$ cat src/rtl/mem_ctrl_pkg.sv
// rtl/mem_ctrl_pkg.sv - shared state encoding and op codes for the memory path controller
package mem_ctrl_pkg;

  typedef enum logic [2:0] {
    IDLE  = 3'd0,
    ADDR  = 3'd1,
    DATA  = 3'd2,
    MEM   = 3'd3,
    LATCH = 3'd4,
    DRIVE = 3'd5,
    CLEAN = 3'd6
  } mem_state_e;

  localparam logic OP_READ  = 1'b1;
  localparam logic OP_WRITE = 1'b0;

endpackage

$ cat src/rtl/mem_timeout_cnt.sv
// rtl/mem_timeout_cnt.sv - wait-cycle counter that flags the last allowed cycle of an MFC wait
module mem_timeout_cnt #(
  parameter int TIMEOUT = 15,
  parameter int TW      = 8
) (
  input  logic clk,
  input  logic reset,
  input  logic clear,
  input  logic enable,
  output logic expired
);

  localparam logic [TW-1:0] LAST = TW'(TIMEOUT - 1);

  logic [TW-1:0] count;

  always_ff @(posedge clk) begin
    if (reset || clear) count <= '0;
    else if (enable)    count <= count + 1'b1;
  end

  // Fires in the cycle whose miss would make the count reach TIMEOUT.
  assign expired = enable && (count == LAST);

endmodule

$ cat src/rtl/mem_access_ctrl.sv
// rtl/mem_access_ctrl.sv - arbiter and strobe sequencer for the shared bus/MAR/MDR/memory path
module mem_access_ctrl
  import mem_ctrl_pkg::*;
#(
  parameter int TIMEOUT = 15,
  parameter int TW      = 8
) (
  input  logic clk,
  input  logic reset,
  input  logic if_req,
  input  logic ex_req,
  input  logic ex_rw,
  input  logic mfc,
  output logic if_gnt,
  output logic ex_gnt,
  output logic if_addr_out_en,
  output logic ex_addr_out_en,
  output logic ex_data_out_en,
  output logic mar_load,
  output logic mdr_write_en,
  output logic mdr_read_en,
  output logic mdr_out_en,
  output logic mem_en,
  output logic r_w,
  output logic if_done,
  output logic ex_done,
  output logic err
);

  localparam int O_IF_GNT = 13, O_EX_GNT = 12, O_IF_ADDR = 11, O_EX_ADDR = 10, O_EX_DATA = 9;
  localparam int O_MAR = 8, O_MDR_W = 7, O_MDR_R = 6, O_MDR_OUT = 5, O_MEM = 4, O_RW = 3;
  localparam int O_IF_DONE = 2, O_EX_DONE = 1, O_ERR = 0;

  mem_state_e  state, stateNext;
  logic        ownerEx, ownerExNext;
  logic        op, opNext;
  logic        lastEx, lastExNext;
  logic        errFlag, errFlagNext;
  logic        expired;
  logic        grantEx;
  logic [13:0] outNext, outQ;

  mem_timeout_cnt #(.TIMEOUT(TIMEOUT), .TW(TW)) u_timeout (
    .clk     (clk),
    .reset   (reset),
    .clear   (state != MEM),
    .enable  ((state == MEM) && !mfc),
    .expired (expired)
  );

  always_comb begin
    stateNext   = state;
    ownerExNext = ownerEx;
    opNext      = op;
    lastExNext  = lastEx;
    errFlagNext = errFlag;
    grantEx     = 1'b0;
    case (state)
      IDLE: if (if_req || ex_req) begin
        // On contention the side that did not win last time gets the path.
        grantEx     = ex_req && (!if_req || !lastEx);
        ownerExNext = grantEx;
        lastExNext  = grantEx;
        opNext      = grantEx ? ex_rw : OP_READ;
        stateNext   = ADDR;
      end
      ADDR:  stateNext = (op == OP_READ) ? MEM : DATA;
      DATA:  stateNext = MEM;
      MEM: begin
        if (mfc) begin
          stateNext = (op == OP_READ) ? LATCH : CLEAN;
        end else if (expired) begin
          errFlagNext = 1'b1;
          stateNext   = CLEAN;
        end
      end
      LATCH: stateNext = DRIVE;
      DRIVE: stateNext = CLEAN;
      CLEAN: begin
        errFlagNext = 1'b0;
        stateNext   = IDLE;
      end
      default: stateNext = IDLE;
    endcase
  end

  // Outputs are decoded from the next state so the registered strobes line up with the state.
  always_comb begin
    outNext = '0;
    if (stateNext != IDLE) begin
      outNext[O_IF_GNT] = !ownerExNext;
      outNext[O_EX_GNT] = ownerExNext;
    end
    case (stateNext)
      ADDR: begin
        outNext[O_IF_ADDR] = !ownerExNext;
        outNext[O_EX_ADDR] = ownerExNext;
        outNext[O_MAR]     = 1'b1;
      end
      DATA: begin
        outNext[O_EX_DATA] = 1'b1;
        outNext[O_MDR_W]   = 1'b1;
      end
      MEM: begin
        outNext[O_MEM] = 1'b1;
        outNext[O_RW]  = opNext;
      end
      LATCH: outNext[O_MDR_R] = 1'b1;
      DRIVE: begin
        outNext[O_MDR_OUT] = 1'b1;
        outNext[O_IF_DONE] = !ownerExNext;
        outNext[O_EX_DONE] = ownerExNext;
      end
      CLEAN: begin
        if (opNext == OP_WRITE || errFlagNext) begin
          outNext[O_IF_DONE] = !ownerExNext;
          outNext[O_EX_DONE] = ownerExNext;
        end
        outNext[O_ERR] = errFlagNext;
      end
      default: ;
    endcase
  end

  always_ff @(posedge clk) begin
    if (reset) begin
      state   <= IDLE;
      ownerEx <= 1'b0;
      op      <= OP_READ;
      lastEx  <= 1'b0;
      errFlag <= 1'b0;
      outQ    <= '0;
    end else begin
      state   <= stateNext;
      ownerEx <= ownerExNext;
      op      <= opNext;
      lastEx  <= lastExNext;
      errFlag <= errFlagNext;
      outQ    <= outNext;
    end
  end

  assign {if_gnt, ex_gnt, if_addr_out_en, ex_addr_out_en, ex_data_out_en, mar_load,
          mdr_write_en, mdr_read_en, mdr_out_en, mem_en, r_w, if_done, ex_done, err} = outQ;

endmodule

$ cat config.mk
export PLATFORM = sky130hd
export DESIGN_NAME = mem_access_ctrl
export DESIGN_NICKNAME = d
export VERILOG_FILES = /design/src/rtl/mem_ctrl_pkg.sv /design/src/rtl/mem_timeout_cnt.sv /design/src/rtl/mem_access_ctrl.sv
export SDC_FILE = /design/constraint.sdc
export NUM_CORES = 1
export LEC_CHECK = 0
export CORE_ASPECT_RATIO = 1.1
export CORE_MARGIN = 2
export CORE_UTILIZATION = 40
export DETAILED_ROUTE_END_ITERATION = 12
export PLACE_DENSITY = 0.7
export SETUP_SLACK_MARGIN = 0.1
export SLEW_MARGIN = 40
export SYNTH_ARGS = -nofsm -noshare
export SYNTH_HDL_FRONTEND = slang
export SYNTH_HIERARCHICAL = 1
export SYNTH_SLANG_ARGS = --single-unit
$ cat constraint.sdc
create_clock -name clk -period 2.34 [get_ports clk]
set_clock_uncertainty 0.15 [all_clocks]
set_input_delay 0.585 -clock clk [delete_from_list [all_inputs] [get_ports clk]]
set_output_delay 0.585 -clock clk [all_outputs]
set_load 0.02 [all_outputs]
==> results.ini <==
[detailed_routing]
drcViolationCount=0
via_count=1031
drtIter0Drc=25
finalWirelength_mm=2.39
routed_via_density=5.31
wl_per_cell_um=12.3
ant_nets=0
first_pass_iters=4

[sta]
final.period_utilization=0.926
final_hold_viol_count=0
setup-violations-final=0
tightest_slew_ns=0.394
post-route-min-period_ns=2.17
fmax_ghz=0.461
final_max_slew_viol_count=0
fin_ws_ns=0.172
rsz0062_at_grt=yes
slew-limit-headroom=0.735

[global_route]
grt_pass1_vias=978
grt_pass1_wl_mm=3.93
overflow=0
grt_max_degree=16
antenna_found_initial=0
track_usage=0.144

[worst_setup_path]
slowest_delay_ns=0.42
cp_num_buf_inv=2
crit_path_max_fanout=3
start_kind=input pin
critPathCaptureType=flop
crit_top_cell=nand4b_1
slowest_stage=clkdlybuf4s50_1
crit_family=simple AND/OR/NAND/NOR gates
path_cells=clkdlybuf4s50_1 -> nor2_1 -> nand4b_1 -> nor4_2 -> buf_4 -> nand4b_1 -> a21oi_2 -> nor4_1 -> nor3_1
crit_type=in -> reg
r2r_slack_ns=0.31
cp.required_ns=2.44
worstPathArrival_ns=2.27

[finish]
drive_above_1_share=0.130
syn_to_final_growth_pct=25.1
n_antenna_cell=0
mostFrequentLayoutCell=dfxtp_1
mostFrequentLayoutCells=28 x dfxtp_1, 19 x nor2_1, 19 x clkdlybuf4s50_1
nNetsFinal=171

[place]
place_congestion=0.854
hpwl_mm=1.84
portBuffers=19
place_ws_ns=-0.236

[power]
peakVddDrop_v=0.000357
p_per_area_nw_per_um2=648
p_leak_nw=0.557
total_power_mw=0.974

[clock_tree]
clk_pin_slew_worst_paths_ns=0.14
clk_latency_ns=0.32
cts-buffers-inserted=3
hold_buffers=0
root_buffer=clkbuf_4
clock_path_buffers=2
cts_sinks=28
cts_tree=yes
htree_levels=1
cts_setup_buffers=0

[logic_synthesis]
yosysSeqAreaShare=0.466
avgSynthCellArea_um2=8.71
async_flop_share=0
synth_area_um2=1200
ys_ff_latch=28
synth_flop_cell=dfxtp_1
yosysWarnings=6
synth_cells=138
synth-edff-count=0
synth_nets=146
ys_types=39

[floorplanning]
die_h_um=61.5
io_pins=20
fp.dieW_um=56.3
num_rows=20
core-area_um2=2800
die_area_um2=3460
initial_core_util=0.429

[run_status]
status=completed

[flow_run]
drv_cap=0

[hold_path]
hold_path_class=reg -> reg

-- tightest hold or removal path, delay by kind of cell, from the launching register on --
kind,cells,cell delay (ns)
AOI/OAI and AO/OA,2,0.13
DFF,1,0.34
-- layout make-up --
| type | instances | area [um^2] |
|---|---|---|
| multi-input combinational | 98 | 607 |
| fill | 263 | 1300 |
| clock buffer | 3 | 22.5 |
| inverter | 4 | 15.0 |
| tap | 33 | 41.3 |
| timing repair buffer | 28 | 258 |
| sequential | 28 | 561 |
-- cells by family (layout without fill, tap and decap cells) --
| logic type | Yosys count | count (layout) | share of synthesized area |
|---|---|---|---|
| compound gates | 25 | 25 | 0.136 |
| flops | 28 | 28 | 0.466 |
| fa+ha+maj | 2 | 2 | 0.0208 |
| buf+inv | 12 | 35 | 0.0468 |
| simple gates | 67 | 67 | 0.301 |
| xor+xnor | 4 | 4 | 0.0291 |
-- layer usage --
layer	wire length, um	up-vias	track usage
met1	1020	476	0.146
met3	92	2	0.0252
li1	-	532	-
met5	0	-	0
met2	1260	21	0.297
met4	16	0	0.0578
-- synth_stat cells, types with 4 or more instances --
cell,instances,area share
nor3_1,6,0.025
o21ai_0,4,0.017
a21oi_1,10,0.042
inv_1,4,0.012
nor2_1,19,0.059
nand2_1,10,0.031
dfxtp_1,28,0.47
nand3_1,6,0.025
-- timing repair --
action | in CTS | in global routing
endpoints found under the hold margin | 0 | 0
setup endpoints to repair | 0 | 6
gates resized for setup | 0 | 3
-- per-stage QoR --
stage / TNS [ns] / cells / instance area [um^2] / hold WS, ns / util
2_1_floorplan: 0 / 138 / 1200 / 0.303 / -
3_3_place_gp: -0.736 / 191 / 1460 / 0.315 / 0.521
3_5_place_dp: -1.28 / 191 / 1460 / 0.339 / 0.521
4_1_cts: 0 / 194 / 1480 / 0.358 / 0.529
5_1_grt: 0 / 194 / 1500 / 0.399 / 0.537
6_report: 0 / 194 / 1500 / 0.355 / 0.537
-- final timing paths --
check | to | cells past startpoint | startpoint
max | outQ[2] | 9 | mfc
max reg2reg | outQ[11] | 8 | u_timeout/count[0]
min | u_timeout/count[7] | 2 | u_timeout/count[7]
min reg2reg | u_timeout/count[7] | 2 | u_timeout/count[7]
-- power breakdown --
group / internal (mW) / total (mW) / leakage, nW / switching, mW
Clock: 0.0603 / 0.194 / 0.0138 / 0.133
Combinational: 0.114 / 0.256 / 0.315 / 0.141
Sequential: 0.512 / 0.524 / 0.228 / 0.0128
-- state kept, by name (all words and copies together) (netlist names) --
register,flops
outQ,13
u_timeout/count,8
state,3
errFlag,1
lastEx,1
op,1
ownerEx,1
No activity file was read; power rests on OpenSTA's default activity.
